## src/rtl/hamming_pkg.sv

```systemverilog
// Shared constants for the Hamming(16,11) SECDED encode sequencer.
// Holds the ALU op codes, the sequencer state codes and the parity bit slots.
package hamming_pkg;

  // ALU command codes driven on alu_op
  localparam logic [3:0] OP_NOP = 4'b0000;
  localparam logic [3:0] OP_P0  = 4'b1000;
  localparam logic [3:0] OP_P1  = 4'b1001;
  localparam logic [3:0] OP_P2  = 4'b1010;
  localparam logic [3:0] OP_P4  = 4'b1011;
  localparam logic [3:0] OP_P8  = 4'b1100;
  localparam logic [3:0] OP_PKL = 4'b1101;
  localparam logic [3:0] OP_PKH = 4'b1110;

  // Sequencer states, one ALU op per state
  typedef logic [3:0] state_t;
  localparam state_t ST_IDLE = 4'd0;
  localparam state_t ST_P1   = 4'd1;
  localparam state_t ST_P2   = 4'd2;
  localparam state_t ST_P4   = 4'd3;
  localparam state_t ST_P8   = 4'd4;
  localparam state_t ST_PKL  = 4'd5;
  localparam state_t ST_PKH  = 4'd6;
  localparam state_t ST_P0   = 4'd7;
  localparam state_t ST_DONE = 4'd8;

  // Parity bit slots: P0/P1/P2/P4 in the LSW, P8 in the MSW
  localparam int unsigned POS_P0 = 0;
  localparam int unsigned POS_P1 = 1;
  localparam int unsigned POS_P2 = 2;
  localparam int unsigned POS_P4 = 4;
  localparam int unsigned POS_P8 = 0;

endpackage

```

## src/rtl/hamming_ref_enc.sv

```systemverilog
// Purely combinational golden Hamming(16,11) SECDED encoder.
// Codeword position k holds bit k of {enc_msw, enc_lsw}; parity bits sit at
// positions 1, 2, 4, 8 and the overall parity at position 0.
module hamming_ref_enc (
  input  logic [7:0] lsw,
  input  logic [2:0] msw,
  output logic [7:0] enc_lsw,
  output logic [7:0] enc_msw
);

  logic [10:0] d;
  logic        p0, p1, p2, p4, p8;

  // Parity equations follow the data bit placement in the codeword
  always_comb begin
    d  = {msw, lsw};
    p1 = d[0] ^ d[1] ^ d[3] ^ d[4] ^ d[6] ^ d[8] ^ d[10];
    p2 = d[0] ^ d[2] ^ d[3] ^ d[5] ^ d[6] ^ d[9] ^ d[10];
    p4 = d[1] ^ d[2] ^ d[3] ^ d[7] ^ d[8] ^ d[9] ^ d[10];
    p8 = ^d[10:4];
    p0 = (^d) ^ p1 ^ p2 ^ p4 ^ p8;
    enc_lsw = {d[3], d[2], d[1], p4, d[0], p2, p1, p0};
    enc_msw = {d[10:4], p8};
  end

endmodule

```

## src/rtl/hamming_enc_seq.sv

```systemverilog
// Hamming SECDED encode sequencer driving an external shared 8-bit ALU.
// Walks P1, P2, P4, P8, PKL, PKH, P0 (one ALU op per cycle), then pulses done.
// Optional build macro SEQ_SELFCHECK_EN adds a reference encoder that flags a
// mismatch on chk_err during the done cycle; otherwise chk_err is tied low.
module hamming_enc_seq
  import hamming_pkg::*;
#(
  parameter bit ACCEPT_IN_DONE = 1'b1
) (
  input  logic       clk,
  input  logic       reset,
  input  logic       start,
  input  logic [7:0] msg_lsw,
  input  logic [7:0] msg_msw,
  output logic       busy,
  output logic       done,
  output logic [7:0] enc_lsw,
  output logic [7:0] enc_msw,
  output logic       chk_err,
  output logic [3:0] alu_op,
  output logic [7:0] alu_a,
  output logic [7:0] alu_b,
  output logic       alu_sc_in,
  input  logic [7:0] alu_rslt
);

  state_t     state_q, state_d;
  logic [7:0] l_q;
  logic [2:0] m_q;
  logic       p1_q, p2_q, p4_q, p8_q;
  logic [7:0] enc_lsw_q, enc_msw_q;
  logic [7:0] m_ext;
  logic [7:0] pkl_word, pkh_word;
  logic       accept;

  // Message bits above d10 are don't-care
  logic unused_msw;
  assign unused_msw = ^msg_msw[7:3];

  assign m_ext  = {5'b0, m_q};
  assign accept = start &&
                  ((state_q == ST_IDLE) || (ACCEPT_IN_DONE && (state_q == ST_DONE)));

  // Next-state: fixed op walk, optional re-entry straight from DONE
  always_comb begin
    state_d = state_q;
    case (state_q)
      ST_IDLE: if (accept) state_d = ST_P1;
      ST_P1:   state_d = ST_P2;
      ST_P2:   state_d = ST_P4;
      ST_P4:   state_d = ST_P8;
      ST_P8:   state_d = ST_PKL;
      ST_PKL:  state_d = ST_PKH;
      ST_PKH:  state_d = ST_P0;
      ST_P0:   state_d = ST_DONE;
      ST_DONE: state_d = accept ? ST_P1 : ST_IDLE;
      default: state_d = ST_IDLE;
    endcase
  end

  // ALU command per state; operands are zero whenever the sequencer is idle
  always_comb begin
    alu_op = OP_NOP;
    alu_a  = 8'h00;
    alu_b  = 8'h00;
    case (state_q)
      ST_P1:  begin alu_op = OP_P1;  alu_a = l_q;       alu_b = m_ext;     end
      ST_P2:  begin alu_op = OP_P2;  alu_a = l_q;       alu_b = m_ext;     end
      ST_P4:  begin alu_op = OP_P4;  alu_a = l_q;       alu_b = m_ext;     end
      ST_P8:  begin alu_op = OP_P8;  alu_a = l_q;       alu_b = m_ext;     end
      ST_PKL: begin alu_op = OP_PKL; alu_a = l_q;       alu_b = 8'h00;     end
      ST_PKH: begin alu_op = OP_PKH; alu_a = l_q;       alu_b = m_ext;     end
      ST_P0:  begin alu_op = OP_P0;  alu_a = enc_lsw_q; alu_b = enc_msw_q; end
      default: ;
    endcase
  end

  // Pack results: parity slots from the ALU are never trusted, always overwritten
  always_comb begin
    pkl_word         = alu_rslt;
    pkl_word[POS_P4] = p4_q;
    pkl_word[POS_P2] = p2_q;
    pkl_word[POS_P1] = p1_q;
    pkl_word[POS_P0] = 1'b0;
    pkh_word         = alu_rslt;
    pkh_word[POS_P8] = p8_q;
  end

  // State, message latch and result capture at the edge leaving each state
  always_ff @(posedge clk) begin
    if (reset) begin
      state_q   <= ST_IDLE;
      l_q       <= 8'h00;
      m_q       <= 3'b000;
      p1_q      <= 1'b0;
      p2_q      <= 1'b0;
      p4_q      <= 1'b0;
      p8_q      <= 1'b0;
      enc_lsw_q <= 8'h00;
      enc_msw_q <= 8'h00;
    end else begin
      state_q <= state_d;
      if (accept) begin
        l_q <= msg_lsw;
        m_q <= msg_msw[2:0];
      end
      case (state_q)
        ST_P1:  p1_q <= alu_rslt[0];
        ST_P2:  p2_q <= alu_rslt[0];
        ST_P4:  p4_q <= alu_rslt[0];
        ST_P8:  p8_q <= alu_rslt[0];
        ST_PKL: enc_lsw_q <= pkl_word;
        ST_PKH: enc_msw_q <= pkh_word;
        ST_P0:  enc_lsw_q[POS_P0] <= alu_rslt[0];
        default: ;
      endcase
    end
  end

  assign busy      = (state_q != ST_IDLE);
  assign done      = (state_q == ST_DONE);
  assign enc_lsw   = enc_lsw_q;
  assign enc_msw   = enc_msw_q;
  assign alu_sc_in = 1'b0;

`ifdef SEQ_SELFCHECK_EN
  logic [7:0] ref_lsw, ref_msw;

  hamming_ref_enc u_ref_enc (
    .lsw     (l_q),
    .msw     (m_q),
    .enc_lsw (ref_lsw),
    .enc_msw (ref_msw)
  );

  assign chk_err = done && ({enc_msw_q, enc_lsw_q} != {ref_msw, ref_lsw});
`else
  assign chk_err = 1'b0;
`endif

endmodule

```

## config.mk

```make
export PLATFORM = sky130hd
export DESIGN_NAME = hamming_enc_seq
export DESIGN_NICKNAME = d
export VERILOG_FILES = /design/src/rtl/hamming_pkg.sv /design/src/rtl/hamming_ref_enc.sv /design/src/rtl/hamming_enc_seq.sv
export SDC_FILE = /design/constraint.sdc
export NUM_CORES = 1
export LEC_CHECK = 0
export CELL_PAD_IN_SITES_DETAIL_PLACEMENT = 1
export CELL_PAD_IN_SITES_GLOBAL_PLACEMENT = 1
export CORE_UTILIZATION = 31
export DETAILED_ROUTE_END_ITERATION = 10
export GPL_ROUTABILITY_DRIVEN = 0
export PLACE_DENSITY = 0.9
export SYNTH_ARGS = -nofsm -noshare
export SYNTH_HDL_FRONTEND = slang
export SYNTH_SLANG_ARGS = --single-unit
```

## constraint.sdc

```tcl
create_clock -name clk -period 2.1 [get_ports clk]
set_input_delay 0.63 -clock clk [delete_from_list [all_inputs] [get_ports clk]]
set_output_delay 0.63 -clock clk [all_outputs]
set_load 0.05 [all_outputs]
```

==> results.yml, run 1 <==
run_status:
  status: "finished, violations left"
  violations: "setup timing"
global_route:
  grt.total_usage_pct: 22.5
  grt-ovfl-total: 0
  grt_pass1_wl_mm: 8.98
  grt_pass1_vias: 1723
  antenna_found_initial: 0
  grt_max_degree: 36
clock_network:
  clockBufferDepth: 2
  numCtsBuffers: 5
  clkSinkCount: 35
  root_buffer: "clkbuf_8"
  worstSkewPairLatency_ns: 0.30
  cts_hold_repair.buffers: 0
  htreeDepth: 2
  cts_tree: "built"
  clkSlewWorstSetupHoldPaths_ns: 0.08
placed_design:
  pre_cts_ws_ns: -0.0298
  hpwl_mm: 3.30
  io_buffers: 59
critical_path:
  worstPathMaxFanout: 7
  timing.rr.start: "state_q[0]"
  start_kind: "flip-flop"
  critPathMaxStageDelay_ns: 0.33
  r2r_setup_slack_ns: 0.31
  cpLargestDelayFamily: "buffers and inverters"
  cp.buffers_inverters: 3
  worstSetupPathType: "flip-flop to output pin"
  r2r_cells: 7
  endpoint_kind: "output pin"
  crit_slowest_cell: "dfxtp_2"
  r2r-end: "enc_msw[0]"
  cp.arrival_ns: 1.69
  required_ns: 1.47
  cp_cell_sequence: "and2_4 -> buf_6 -> and3b_2 -> clkbuf_16 -> a22o_4 -> buf_12"
detailed_routing:
  drc: 0
  wirelength_mm: 5.79
  detail-route-antenna-nets: 0
  first_iter_violations: 83
  firstDrtPassIters: 4
  wl_per_cell_um: 17.6
  vias_per_cell: 5.02
  num_vias: 1650
synth:
  netlist-cell-type-count: 31
  ys_seq_elements: 35
  async_flop_share_pct: 0
  synth-seq-area-share_pct: 42.7
  synth_compound_area_share_pct: 11.5
  netlist_area_um2: 1640
  synthTopCellsByArea: "dfxtp_1 43%, mux2i_1 12%, nand2_1 6.2%"
  synth_edf_count: 0
  synthAdderAreaFrac_pct: 0
  synth-main-ff-cell: "dfxtp_1"
  synth-simple-area-share_pct: 25.5
  synth_top_family_by_area: "simple AND/OR/NAND/NOR gates"
  synthCells: 184
  yosysTopAreaCellShare_pct: 42.7
  synth_xor_area_share_pct: 1.60
  synth_mux_area_share_pct: 11.6
  yosysTopAreaCell: "dfxtp_1"
  ys.warnings.count: 0
  postSynthAreaPerCell_um2: 8.92
power_and_ir_drop:
  vdd_drop_max_v: 0.000402
  p_per_area_nw_per_um2: 623
  power_leakage_nw: 1.19
timing:
  finalHoldViolations: 0
  fmax_mhz: 431
  timing.final.ws_setup_ns: -0.218
  fin_crit_ns: 2.32
  holdWs_ns: 0.471
  maxSlewViolCount: 0
  fin_worst_skew_ns: 0.00786
  period_share_pct: 110
  rsz0062_at_grt: "yes"
  finalSetupViolCount: 17
min_path:
  holdPathStages: 2
  hold_end: "l_q[2]"
  hp-start: "l_q[2]"
  hp-class: "flip-flop to flip-flop"
flow_run:
  drv_cap: 0
finish:
  final_cell_mix: "31 x dfxtp_1, 31 x buf_4, 27 x buf_12"
  fin_util_pct: 58.1
  diodes: 0
  nets: 285
  drive_above_1_share_pct: 40.5
  num-fill-cells: 557
  syn2layout_area_growth_pct: 80.9
floorplanning:
  die_w_um: 74.8
  die_area_um2: 5590
  start_util_pct: 32.1
  core_area_um2: 5110
  fp.dieH_um: 74.8
  rows: 26
  ios: 67
[how the worst max path moves through the flow]
stage                    start        end  cells after the start
detailed placement  state_q[0]   alu_a[0]                      4
global route        state_q[2]   alu_a[2]                      6
floorplan           state_q[3]  alu_op[1]                      3
CTS                 state_q[2]   alu_a[0]                      6
finish              state_q[2]   alu_a[2]                      6
global placement    state_q[0]   alu_a[4]                      4
[worst register-to-register path: cells and delay by family (launching register included)]
family / cells / cell delay [ns]
buf+inv: 4 / 0.54
simple gates: 2 / 0.55
flops: 1 / 0.33
mux: 1 / 0.26
[through the flow]
step           total power [mW]  setup TNS, ns  area, um2  std cells
3_3_place_gp               1.20         -0.123       2540        308
6_report                   1.85          -2.61       2970        329
4_1_cts                    1.84          -2.62       2950        329
3_5_place_dp               1.21         -0.158       2540        308
2_1_floorplan             0.998              0       1700        185
5_1_grt                    1.92          -3.28       2970        329
[cell usage after synthesis, types with 4 or more instances]
library cell / count
a21oi_1: 12
a22o_1: 8
and2_1: 7
buf_4: 7
clkbuf_1: 6
dfxtp_1: 35
mux2i_1: 19
nand2_1: 27
nand3b_1: 4
nor2_1: 22
nor3_1: 4
[final cells by class]
cell class,instances,area (um2),area share [%]
clock buffer,6,82.6,2.78
clock inverter,2,16.3,0.548
multi-input combinational,132,1020,34.3
sequential,35,706,23.8
tap,70,87.6,2.95
timing repair buffer,84,1060,35.6
[state kept, by name, summed over array words and instances, names as in the netlist]
register  cells
l_q           8
p1_q          1
state_q       4
p4_q          1
m_q           3
enc_lsw       8
p8_q          1
p2_q          1
enc_msw       8
[metal layers]
metal	vias up	GRT usage, %	part of all wire (%)
met3	15	3.75	3.2
met2	47	41.0	54
met5	-	0	0
li1	780	-	-
met4	0	12.4	3.8
met1	808	24.8	39
[repair_timing]
action	in CTS	in global routing
pin swaps	19	4
setup buffers	12	0
gates resized for setup	39	5
gates cloned	1	0
endpoints found under the setup margin	17	19
[power by group]
part           switching, mW  internal (mW)  total [mW]
Sequential            0.0278          0.694       0.722
Combinational          0.303          0.287       0.590
Clock                  0.269          0.268       0.537
[cells by family after synthesis]
kind of cell              after synthesis
buffers and inverters                  18
DFF                                    35
xor gates and xnor gates                3
other                                   1
AOI/OAI and AO/OA                      28
muxes                                  19
and+or+nand+nor                        80
No activity file was read; power rests on OpenSTA's default activity.
==> inputs of run 2 (changes only) <==
--- a/config.mk
+++ b/config.mk
@@ -7,6 +7,7 @@
 export LEC_CHECK = 0
 export CELL_PAD_IN_SITES_DETAIL_PLACEMENT = 1
 export CELL_PAD_IN_SITES_GLOBAL_PLACEMENT = 1
+export CORE_ASPECT_RATIO = 1.5
 export CORE_UTILIZATION = 31
 export DETAILED_ROUTE_END_ITERATION = 10
 export GPL_ROUTABILITY_DRIVEN = 0
==> run 2 against run 1 <==
- the flow still finishes with violations (setup timing)
- final area fell by 3.4%
- clock-buffer cell count did not move
- first-iteration DRC count fell by 78%
- flip-flop and latch count did not move
- clock power rose by 19%
- maximum frequency rose by 1.7%
- routed wire length fell by 5.4%
- power rose by 3.6%
- largest cell class is now multi-input combinational cells
==> results.yml, run 2 (synthesis gave the netlist of run 1 again) <==
global_route:
  grt_pass1_vias: 1739
  grt.total_usage_pct: 20.9
  antenna_found_initial: 0
  grt_pass1_wl_mm: 8.54
  grt-ovfl-total: 0
  grt_max_degree: 36
timing:
  fmax_mhz: 439
  fin_worst_skew_ns: 0.00307
  finalSetupViolCount: 17
  period_share_pct: 108
  setup_tns_ns: -1.98
  maxSlewViolCount: 0
  finalHoldViolations: 0
  holdWs_ns: 0.462
  timing.final.ws_setup_ns: -0.178
  fin_crit_ns: 2.28
  rsz0062_at_grt: "yes"
critical_path:
  critPathMaxStageDelay_ns: 0.37
  start_kind: "flip-flop"
  crit_start: "state_q[0]"
  required_ns: 1.47
  crit_slowest_cell: "dfxtp_4"
  endpoint_kind: "output pin"
  r2r_cells: 8
  cp.arrival_ns: 1.65
  worstSetupPathType: "flip-flop to output pin"
  worstPathMaxFanout: 8
  cp_cell_sequence: "and2_4 -> a211oi_4 -> buf_4 -> a22o_1 -> buf_12"
  timing.rr.start: "state_q[1]"
floorplanning:
  fp.dieH_um: 91.1
  start_util_pct: 32.0
  core_area_um2: 5120
  rows: 32
  ios: 67
  die_w_um: 61.4
  die_area_um2: 5600
finish:
  final_cell_mix: "31 x dfxtp_1, 30 x buf_4, 22 x nand2_1, 22 x buf_12"
  layout_commonest_cell: "dfxtp_1"
  syn2layout_area_growth_pct: 74.8
  num-fill-cells: 579
  drive_above_1_share_pct: 39.1
  fin_area_um2: 2870
  nets: 282
  diodes: 0
detailed_routing:
  wirelength_mm: 5.47
  detail-route-antenna-nets: 0
  num_vias: 1621
  wl_per_cell_um: 16.9
  drc: 0
  vias_per_cell: 5.00
  first_iter_violations: 18
  firstDrtPassIters: 4
min_path:
  holdPathStages: 2
  hp-class: "flip-flop to flip-flop"
  hp-start: "l_q[7]"
power_and_ir_drop:
  total_power_mw: 1.91
  power_leakage_nw: 1.13
  vdd_drop_max_v: 0.000439
  p_per_area_nw_per_um2: 667
clock_network:
  cts_hold_repair.buffers: 0
  clockBufferDepth: 2
  htreeDepth: 2
  numCtsBuffers: 5
  root_buffer: "clkbuf_8"
  worstSkewPairLatency_ns: 0.29
  clkSinkCount: 35
  clkSlewWorstSetupHoldPaths_ns: 0.07
  cts_tree: "built"
placed_design:
  pre_cts_ws_ns: -0.00518
  hpwl_mm: 3.66
  placed_cell_area_um2: 2540
  io_buffers: 59
run_status:
  violations: "setup timing"
  status: "finished, violations left"
flow_run:
  drv_cap: 0
[run 2: final timing paths]
kind / to / slack, ns
worst max-delay path: alu_a[4] / -0.18
worst min-delay path: l_q[7] / 0.46
worst max register to register: enc_lsw[2] / 0.36
worst min register to register: l_q[7] / 0.46
[run 2: timing repair]
item,4_1_cts,5_1_grt
buffers inserted,7,2
resized for setup,20,22
pin swaps,13,9
gates cloned,1,0
endpoints found under the setup margin,18,20
[run 2: critical path: cells and delay by family, from the launching register on]
family / cells / cell delay (ns)
AOI/OAI and AO/OA: 2 / 0.45
buffers and inverters: 2 / 0.36
DFF: 1 / 0.37
and+or+nand+nor: 1 / 0.18
[run 2: cell type report]
cell class	instances	area, um2	share of cell area (%)
Multi-Input combinational cell	132	981	34.2
Timing Repair Buffer	81	970	33.8
Sequential cell	35	716	24.9
Tap cell	68	85.1	2.97
Clock buffer	6	82.6	2.88
Clock inverter	2	35.0	1.22
[run 2: power breakdown]
group	internal, mW	switching [mW]	total, mW
Combinational	0.268	0.289	0.557
Sequential	0.692	0.0259	0.718
Clock	0.384	0.256	0.640
Total	1.34	0.571	1.91
[run 2: routing by layer]
metal  track usage, %  up-vias  share of wire (%)
met5                0        -                  0
met4             10.0        0                3.2
met3             6.27       15                5.3
met2             37.9       58                 56
met1             20.4      779                 35
li1                 -      769                  -
[run 2: metrics by stage]
step,std cells,utilization [%]
after detailed placement,308,49.6
after floorplan,185,-
after global placement,308,49.6
final,324,56.0
after global routing,324,56.0
after CTS,323,54.3
==> inputs of run 3 (changes only) <==
--- a/config.mk
+++ b/config.mk
@@ -9,9 +9,11 @@
 export CELL_PAD_IN_SITES_GLOBAL_PLACEMENT = 1
 export CORE_ASPECT_RATIO = 1.5
 export CORE_UTILIZATION = 31
+export CTS_CLUSTER_DIAMETER = 60
 export DETAILED_ROUTE_END_ITERATION = 10
 export GPL_ROUTABILITY_DRIVEN = 0
 export PLACE_DENSITY = 0.9
 export SYNTH_ARGS = -nofsm -noshare
 export SYNTH_HDL_FRONTEND = slang
+export SYNTH_HIERARCHICAL = 1
 export SYNTH_SLANG_ARGS = --single-unit
==> results of run 3 <==
The final DEF is identical to that of run 2; final timing and power are the same.
Among the figures that moved: Yosys warning count 0 -> 6
